<file path="config.mk">
export PLATFORM = sky130hd
export DESIGN_NAME = mul_div_unit
export DESIGN_NICKNAME = d
export VERILOG_FILES = /design/src/rtl/mul_div_unit.sv
export SDC_FILE = /design/constraint.sdc
export NUM_CORES = 2
export LEC_CHECK = 0
export BUFFER_PORTS_ARGS = -buffer_cell sky130_fd_sc_hd__buf_2
export CORE_MARGIN = 8
export CORE_UTILIZATION = 57
export CTS_BUF_LIST = sky130_fd_sc_hd__clkbuf_8 sky130_fd_sc_hd__clkbuf_16
export CTS_CLUSTER_SIZE = 12
export DETAILED_ROUTE_END_ITERATION = 10
export PLACE_DENSITY = 0.85
export SYNTH_ARGS = -nofsm -noshare
export SYNTH_HDL_FRONTEND = slang
export SYNTH_SLANG_ARGS = --single-unit
</file>
<file path="constraint.sdc">
create_clock -name clk -period 7.84 [get_ports clk]
set_input_delay 0.784 -clock clk [delete_from_list [all_inputs] [get_ports clk]]
set_output_delay 0.784 -clock clk [all_outputs]
set_load 0.02 [all_outputs]
</file>
<file path="src/rtl/mul_div_unit.sv">
// Iterative multiply/divide unit for the RISC-V M extension, including the
// RV64 word variants. Computes one bit per cycle: shift-add multiplication
// and restoring division. Divide-by-zero and signed overflow are fast paths
// that skip the iteration.
//
// Ports:
//   clk, rst            rising-edge clock, asynchronous active-high reset
//   in_valid/in_ready   operation request handshake (ready only in IDLE)
//   op                  funct3: MUL, MULH, MULHSU, MULHU, DIV, DIVU, REM, REMU
//   op_word             word mode for MUL and the divide group
//   a, b                operands rs1, rs2
//   out_valid/out_ready result handshake (valid only in DONE)
//   result              registered result
//   div_by_zero         completed divide/remainder had a zero divisor
//   overflow            completed signed divide/remainder was MIN / -1
module mul_div_unit #(
  parameter int unsigned WIDTH = 64
) (
  input  logic             clk,
  input  logic             rst,
  input  logic             in_valid,
  output logic             in_ready,
  input  logic [2:0]       op,
  input  logic             op_word,
  input  logic [WIDTH-1:0] a,
  input  logic [WIDTH-1:0] b,
  output logic             out_valid,
  input  logic             out_ready,
  output logic [WIDTH-1:0] result,
  output logic             div_by_zero,
  output logic             overflow
);

  localparam int unsigned HALF = WIDTH / 2;
  localparam int unsigned CW   = $clog2(WIDTH + 1);
  localparam logic [CW-1:0] LAST = CW'(WIDTH - 1);

  typedef enum logic [1:0] {IDLE, CALC, FIX, DONE} state_t;

  state_t state, state_next;

  logic [CW-1:0]    cnt;
  logic [2:0]       op_q;
  logic             word_q;
  logic             neg_q;      // negate product / quotient in FIX
  logic             neg_rem_q;  // negate remainder in FIX (dividend sign)
  logic             dbz_q;
  logic             ovf_q;
  logic [WIDTH-1:0] opb;        // multiplicand or divisor magnitude
  logic [WIDTH-1:0] hi;         // product high half / partial remainder
  logic [WIDTH-1:0] lo;         // multiplier being shifted out / quotient

  // Accept-time operand decoding
  logic             accept;
  logic             is_div;
  logic             signed_a;
  logic             signed_b;
  logic             word_in;
  logic [WIDTH-1:0] ext_a;
  logic [WIDTH-1:0] ext_b;
  logic             neg_a;
  logic             neg_b;
  logic [WIDTH-1:0] mag_a;
  logic [WIDTH-1:0] mag_b;
  logic [WIDTH-1:0] min_val;
  logic             zero_b;
  logic             ovf_in;
  logic             fast_in;

  // Iteration and finalisation
  logic [WIDTH:0]     mul_sum;
  logic [WIDTH:0]     div_trial;
  logic [2*WIDTH-1:0] prod_fix;
  logic [WIDTH-1:0]   quo_fix;
  logic [WIDTH-1:0]   rem_fix;
  logic [WIDTH-1:0]   raw;
  logic [WIDTH-1:0]   fixed;

  assign in_ready  = (state == IDLE);
  assign out_valid = (state == DONE);
  assign accept    = in_valid && in_ready;

  always_comb begin
    is_div   = op[2];
    signed_a = is_div ? ~op[0] : (op == 3'b001 || op == 3'b010);
    signed_b = is_div ? ~op[0] : (op == 3'b001);
    word_in  = op_word && (is_div || op == 3'b000);

    ext_a = a;
    ext_b = b;
    if (word_in) begin
      ext_a = {{HALF{signed_a & a[HALF-1]}}, a[HALF-1:0]};
      ext_b = {{HALF{signed_b & b[HALF-1]}}, b[HALF-1:0]};
    end

    neg_a = signed_a & ext_a[WIDTH-1];
    neg_b = signed_b & ext_b[WIDTH-1];
    mag_a = neg_a ? -ext_a : ext_a;
    mag_b = neg_b ? -ext_b : ext_b;

    // Most negative value of the active width, already sign-extended
    min_val = word_in ? {{HALF{1'b1}}, 1'b1, {(HALF-1){1'b0}}}
                      : {1'b1, {(WIDTH-1){1'b0}}};
    zero_b  = (ext_b == '0);
    ovf_in  = is_div && signed_a && (ext_a == min_val) && (ext_b == '1);
    fast_in = is_div && (zero_b || ovf_in);
  end

  always_comb begin
    mul_sum   = {1'b0, hi} + (lo[0] ? {1'b0, opb} : '0);
    div_trial = {hi, lo[WIDTH-1]} - {1'b0, opb};

    prod_fix = neg_q ? -{hi, lo} : {hi, lo};
    quo_fix  = neg_q ? -lo : lo;
    rem_fix  = neg_rem_q ? -hi : hi;

    case (op_q)
      3'b000:                 raw = prod_fix[WIDTH-1:0];
      3'b001, 3'b010, 3'b011: raw = prod_fix[2*WIDTH-1:WIDTH];
      3'b100, 3'b101:         raw = quo_fix;
      default:                raw = rem_fix;
    endcase

    fixed = word_q ? {{HALF{raw[HALF-1]}}, raw[HALF-1:0]} : raw;
  end

  always_ff @(posedge clk or posedge rst) begin
    if (rst) begin
      state <= IDLE;
    end else begin
      state <= state_next;
    end
  end

  always_comb begin
    state_next = state;
    case (state)
      IDLE: if (accept) state_next = fast_in ? FIX : CALC;
      CALC: if (cnt == LAST) state_next = FIX;
      FIX:  state_next = DONE;
      DONE: if (out_ready) state_next = IDLE;
      default: state_next = IDLE;
    endcase
  end

  always_ff @(posedge clk or posedge rst) begin
    if (rst) begin
      cnt         <= '0;
      op_q        <= '0;
      word_q      <= 1'b0;
      neg_q       <= 1'b0;
      neg_rem_q   <= 1'b0;
      dbz_q       <= 1'b0;
      ovf_q       <= 1'b0;
      opb         <= '0;
      hi          <= '0;
      lo          <= '0;
      result      <= '0;
      div_by_zero <= 1'b0;
      overflow    <= 1'b0;
    end else begin
      case (state)
        IDLE: begin
          if (accept) begin
            op_q   <= op;
            word_q <= word_in;
            cnt    <= '0;
            dbz_q  <= is_div && zero_b;
            ovf_q  <= ovf_in && !zero_b;
            // Fast paths preload the final quotient/remainder so that FIX
            // selects them exactly like an iterated divide result.
            if (is_div && zero_b) begin
              lo        <= '1;
              hi        <= ext_a;
              neg_q     <= 1'b0;
              neg_rem_q <= 1'b0;
            end else if (ovf_in) begin
              lo        <= min_val;
              hi        <= '0;
              neg_q     <= 1'b0;
              neg_rem_q <= 1'b0;
            end else if (is_div) begin
              lo        <= mag_a;
              hi        <= '0;
              opb       <= mag_b;
              neg_q     <= neg_a ^ neg_b;
              neg_rem_q <= neg_a;
            end else begin
              lo        <= mag_b;
              hi        <= '0;
              opb       <= mag_a;
              neg_q     <= neg_a ^ neg_b;
              neg_rem_q <= 1'b0;
            end
          end
        end
        CALC: begin
          cnt <= cnt + 1'b1;
          if (op_q[2]) begin
            if (!div_trial[WIDTH]) begin
              hi <= div_trial[WIDTH-1:0];
              lo <= {lo[WIDTH-2:0], 1'b1};
            end else begin
              hi <= {hi[WIDTH-2:0], lo[WIDTH-1]};
              lo <= {lo[WIDTH-2:0], 1'b0};
            end
          end else begin
            hi <= mul_sum[WIDTH:1];
            lo <= {mul_sum[0], lo[WIDTH-1:1]};
          end
        end
        FIX: begin
          result      <= fixed;
          div_by_zero <= dbz_q;
          overflow    <= ovf_q;
        end
        default: ;
      endcase
    end
  end

endmodule

</file>
# Word-level counts from Yosys, hierarchy flattened
# Index checks and enable logic that the tools add are counted.
totals:
  ff_bits: 275
  input_bits: 136
  output_inout_bits: 68
  word_cells: 107
classes:
  addsub: 8
  n_eq_ne: 16
  mux: 38
  bitwise_logic: 8
  n_reduce_logical: 23
op_table:
  columns: ["op", "count"]
  rows:
  - ["$mux W64", 18]
  - ["$neg A64 Y64", 4]
  - ["$pmux W64 S2", 2]
  - ["$pmux W64 S3", 1]
  - ["$mux W128", 1]
  - ["$neg A128 Y128", 1]
  - ["$add A64 B64 Y65", 1]
  - ["$sub A65 B64 Y65", 1]
  - ["$eq A64 B64 Y1", 1]
  - ["$eq A64 B64 Y1 const B", 1]
  - ["$logic_not A64 Y1", 1]
  - ["$mux W63", 1]
  - ["$pmux W7 S2", 1]
  - ["$eq A3 B2 Y1 const B", 3]
  - ["$logic_and A1 B1 Y1", 8]
  - ["$mux W1", 8]
  - ["$mux W2", 4]
  - ["$pmux W2 S4", 1]
  - ["$add A7 B1 Y7 const B", 1]
  - ["$eq A7 B6 Y1 const B", 1]
  - ["$mux W7", 1]
  - ["$eq A3 B1 Y1 const B", 2]
  - ["$eq A3 B3 Y1 const B", 2]
  - ["$logic_not A3 Y1", 2]
  - ["16 further kinds", 26]

# Longest topological paths before layout
logic_depth:
  ltp_word: 13
  ltp_mapped: 18
  mapped_depth_nobuf: 15

# Least setup slack after synthesis
# Ideal clock, no wire load.
synth_path:
  path_type: "register -> register"
  start: "register lo[63]"
  end: "register hi[38]"
  setup_time_ns: 0.126
  arrival_ns: 3.919
  t_required_ns: 7.714
  slack_ns: 3.795
  stages_incl_launch_ff: 18
  n_path_buf: 2
  period_less_slack_ns: 4.045
  cell_sequence: "dfrtp_1 > inv_1 > ha_1 > inv_1 > fa_1 > a211oi_1 > o211ai_1 > a311oi_1 > nor4_1 > nor4_1 > o21ba_2 > a21o_1 > o211ai_2 > buf_2 > xnor2_2 > buf_2 > nor3_1 > o32a_1"
synth_via:
  elab_chain_cells: 4
synth_rtl:
  columns: ["item", "line", "source"]
  rows:
  - ["start, declared", "51", "logic [WIDTH-1:0] lo;"]
  - ["start signal, assigned", "178", "lo <= min_val;"]
  - ["start signal, assigned", "183", "lo <= mag_a;"]
  - ["start signal, assigned", "189", "lo <= mag_b;"]
  - ["$sub A65 B64 Y65", "111", "div_trial = {hi, lo[WIDTH-1]} - {1'b0, opb};"]
  - ["$mux W64", "200", "if (!div_trial[WIDTH]) begin"]
  - ["$mux W64", "199", "if (op_q[2]) begin"]
  - ["$pmux W64 S2", "162", "case (state)"]
  - ["end signal, assigned", "201", "hi <= div_trial[WIDTH-1:0];"]
  - ["end signal, assigned", "204", "hi <= {hi[WIDTH-2:0], lo[WIDTH-1]};"]
  - ["end signal, assigned", "208", "hi <= mul_sum[WIDTH:1];"]
  - ["end, declared", "50", "logic [WIDTH-1:0] hi;"]
# Every way passes these cells.
# A chain may end at the register's enable or synchronous reset.

# Worst setup path after layout
layout_path:
  start: "register lo[63]"
  end: "register hi[62]"
# Same word-level chain as after synthesis.

==> flow_summary.yaml <==
synthesis:
  post_synth_and_or_nand_nor_area_fraction_pct: 24.0
  syn_avg_cell_area_um2: 7.14
  synthesis.nets: 4772
  synth_area_mm2: 0.0321
  synth_flop_cell: "dfrtp_1"
  post_synth_inst_count: 4496
  synth.ff_latch_count: 275
  netlist-cell-type-count: 102
  synth_area_in_compound_gates_pct: 28.9
  synth_enable_flop_cells: 0
  yosys_warnings: 0
  ys_async_sr_fraction_pct: 100
  dominant_combinational_cell_family_by_area_after_synthesis: "compound AO/OA/AOI/OAI gates"
  post_synth_fa_ha_maj_area_fraction_pct: 5.50
  synth.area.mux_share_pct: 4.49
  yosysSeqAreaShare_pct: 21.4
  fraction_of_synthesized_cell_area_in_xor_and_xnor_cells_pct: 9.64
placed_design:
  placement.cell_area_mm2: 0.0335
  count_of_input_and_output_buffers: 203
  dp_hpwl_um: 110000
  finalWeightedCongestion: 1.09
power_and_ir_drop:
  irDropWorstVdd_uv: 348
  p_per_area_mw_per_mm2: 479
  power.static_leakage_uw: 0.0141
timing:
  max_freq_mhz: 167
  worst_pin_slew_ps: 1430
  timing.final.hold_violations: 0
  period_share_pct: 76.2
  final.min_clock_period_ps: 5970
  setup_tns_ps: 0
  finalMaxSlewViolations: 0
  grt_setup_unrepaired: "false"
  max_slew_margin_pct: 4.24
  setup-violations-final: 0
  skew_ps: 31.3
detailed_routing:
  drt.antenna.violating_nets: 0
  drc: 0
  drt-wirelength-per-cell_um: 27.8
  number_of_search_and_repair_iterations_in_the_first_detailed_routing_pass: 10
  routed_wl_um: 146000
  avgViaCountPerCell: 7.10
  routed-via-count: 37300
  drtIter0Drc: 5680
cts:
  tritoncts: "built"
  cts_setup_buffers: 0
  cts.root.buffer_cell: "clkbuf_16"
  clk_latency_ps: 580
  cts-root-to-sink-buffers: 3
  path_clk_slew_ps: 60
  number_of_cts_inserted_buffers: 35
  h-tree-depth: 2
  cts_num_sinks: 275
  cts-resized-gates: 0
  cts_hold_repair.buffers: 0
global_route:
  grt_pass1_vias: 34400
  grt_max_degree: 119
  grt.total_usage_pct: 43.7
  initial_antenna_violation_count: 4
  grt.overflow.total: 0
  grt_first_pass_wirelength_um: 215000
floorplanning:
  top_level_ports: 204
  die-width_um: 253
  core_area_mm2: 0.0561
  number_of_rows_created_at_floorplan: 87
  initial_core_util_pct: 57.3
  design.die.area_mm2: 0.0642
  die-height_um: 253
flow_run:
  maxCapViolations: 0
worst_setup_path:
  critical_path_required_ps: 8280
  r2r_end: "hi[62]$_DFFE_PP0P_"
  setup.worst_path.class: "reg -> reg"
  cp_data_arrival_time_ps: 6410
  rrSetupSlack_ps: 1870
  start_kind: "flop"
  timing.rr.start: "lo[63]$_DFFE_PP0P_"
  rr_worst_depth: 16
  setup.worst_path.end_class: "flop"
  path_max_fanout: 25
final_layout:
  post_route_cells_drive_above_1_share_pct: 10.5
  finalInstanceArea_mm2: 0.0347
  most_common_cell_after_layout_fill_and_taps_aside: "nor2_1"
  finalNetCount: 4747
  syn_to_final_growth_pct: 8.12
  layout.cells.most_common_list: "nor2_1, nand2_1, a21oi_1, o21ai_0, dfrtp_1"
min_path:
  class_of_the_most_critical_hold_timing_path: "in -> async"
outcome:
  outcome: "finished clean"
[metrics by stage]
| step | total power, uW | setup slack, ps | hold WS [ps] | utilization [%] | cells |
|---|---|---|---|---|---|
| finish | 16600 | 1870 | 377 | 62.0 | 5258 |
| CTS | 16100 | 2030 | 422 | 61.9 | 5253 |
| floorplan | 10700 | 3420 | 444 | - | 4496 |
| global route | 17500 | 1630 | 451 | 61.9 | 5253 |
| global placement | 14100 | 2270 | 461 | 59.7 | 5190 |
| detailed placement | 14200 | 2070 | 472 | 59.7 | 5190 |
[power breakdown]
group          internal, uW  switching, uW
sequential             2070           1020
clock                  1070            714
combinational          4050           7720
total                  7190           9450
[registers in the layout, summed over array words and instances, names as in the netlist]
register / cells
neg_q: 1
neg_rem_q: 1
opb: 64
result: 64
div_by_zero: 1
word_q: 1
state: 2
cnt: 7
hi: 64
dbz_q: 1
op_q: 3
overflow: 1
ovf_q: 1
lo: 64
[how the worst max path moves through the flow]
stage                     slack [ps]                 end                from  depth (start not counted)
after floorplan                 3420  cnt[0]$_DFFE_PP0P_                 rst                          1
after global placement          2270  hi[62]$_DFFE_PP0P_  lo[63]$_DFFE_PP0P_                         16
after detailed placement        2070  hi[62]$_DFFE_PP0P_  lo[63]$_DFFE_PP0P_                         16
after CTS                       2030  hi[62]$_DFFE_PP0P_  lo[63]$_DFFE_PP0P_                         16
after global routing            1630  hi[62]$_DFFE_PP0P_  lo[63]$_DFFE_PP0P_                         16
final                           1870  hi[62]$_DFFE_PP0P_  lo[63]$_DFFE_PP0P_                         16
[worst max-delay path, stage by stage, from the launching register on]
cell and delay [ps]:
dfrtp_1 410, inv_1 260, ha_1 250, inv_1 60
fa_1 420, a211oi_1 340, o211ai_1 230, a311oi_1 520
nor4_1 220, nor4_1 680, o21ba_2 290, a21o_1 220
o211ai_4 310, xor2_4 690, buf_4 440, nand3_1 120
a221o_1 350
[cells in the mapped netlist, types with 55 or more instances]
master	n	area share, %
nor2_1	483	5.6
nand3_1	89	1.4
a21oi_1	460	7.2
nor3_1	140	2.2
xnor2_1	211	5.8
nand4_1	67	1.3
ha_1	138	5.4
mux2i_1	97	3.0
dfrtp_1	275	21
o21ai_0	384	6.0
nor4_1	61	1.2
nand2_1	469	5.5
clkbuf_1	287	3.4
a31oi_1	55	1.1
xor2_1	139	3.8
o31ai_1	59	1.4
or3_1	59	1.1
inv_1	144	1.7
a21o_1	63	1.5
[area by class of cell]
cell class | instances | area [um2]
clock inverter | 20 | 246
multi-input combinational | 3727 | 23400
tap | 756 | 946
inverter | 146 | 552
sequential | 275 | 6890
timing repair buffer | 286 | 1670
antenna | 5 | 12.5
fill | 5192 | 21300
clock buffer | 43 | 997
[cell families after synthesis]
logic type	after synthesis
AOI/OAI and AO/OA	1491
muxes	139
xor gates and xnor gates	352
adders and majority gates	140
and+or+nand+nor	1605
DFF	275
buffers and inverters	494
[per-layer routing]
layer	vias to the layer above	global-route usage [%]	wire, um	part of all wire (%)
met3	692	12.1	20500	14
met1	17300	55.3	52700	36
met4	2	35.1	14600	10
met2	2980	61.9	58100	40
li1	16400	-	-	-
met5	-	0	13	0.0089
Note: power is estimated with default switching activity, not from simulation.
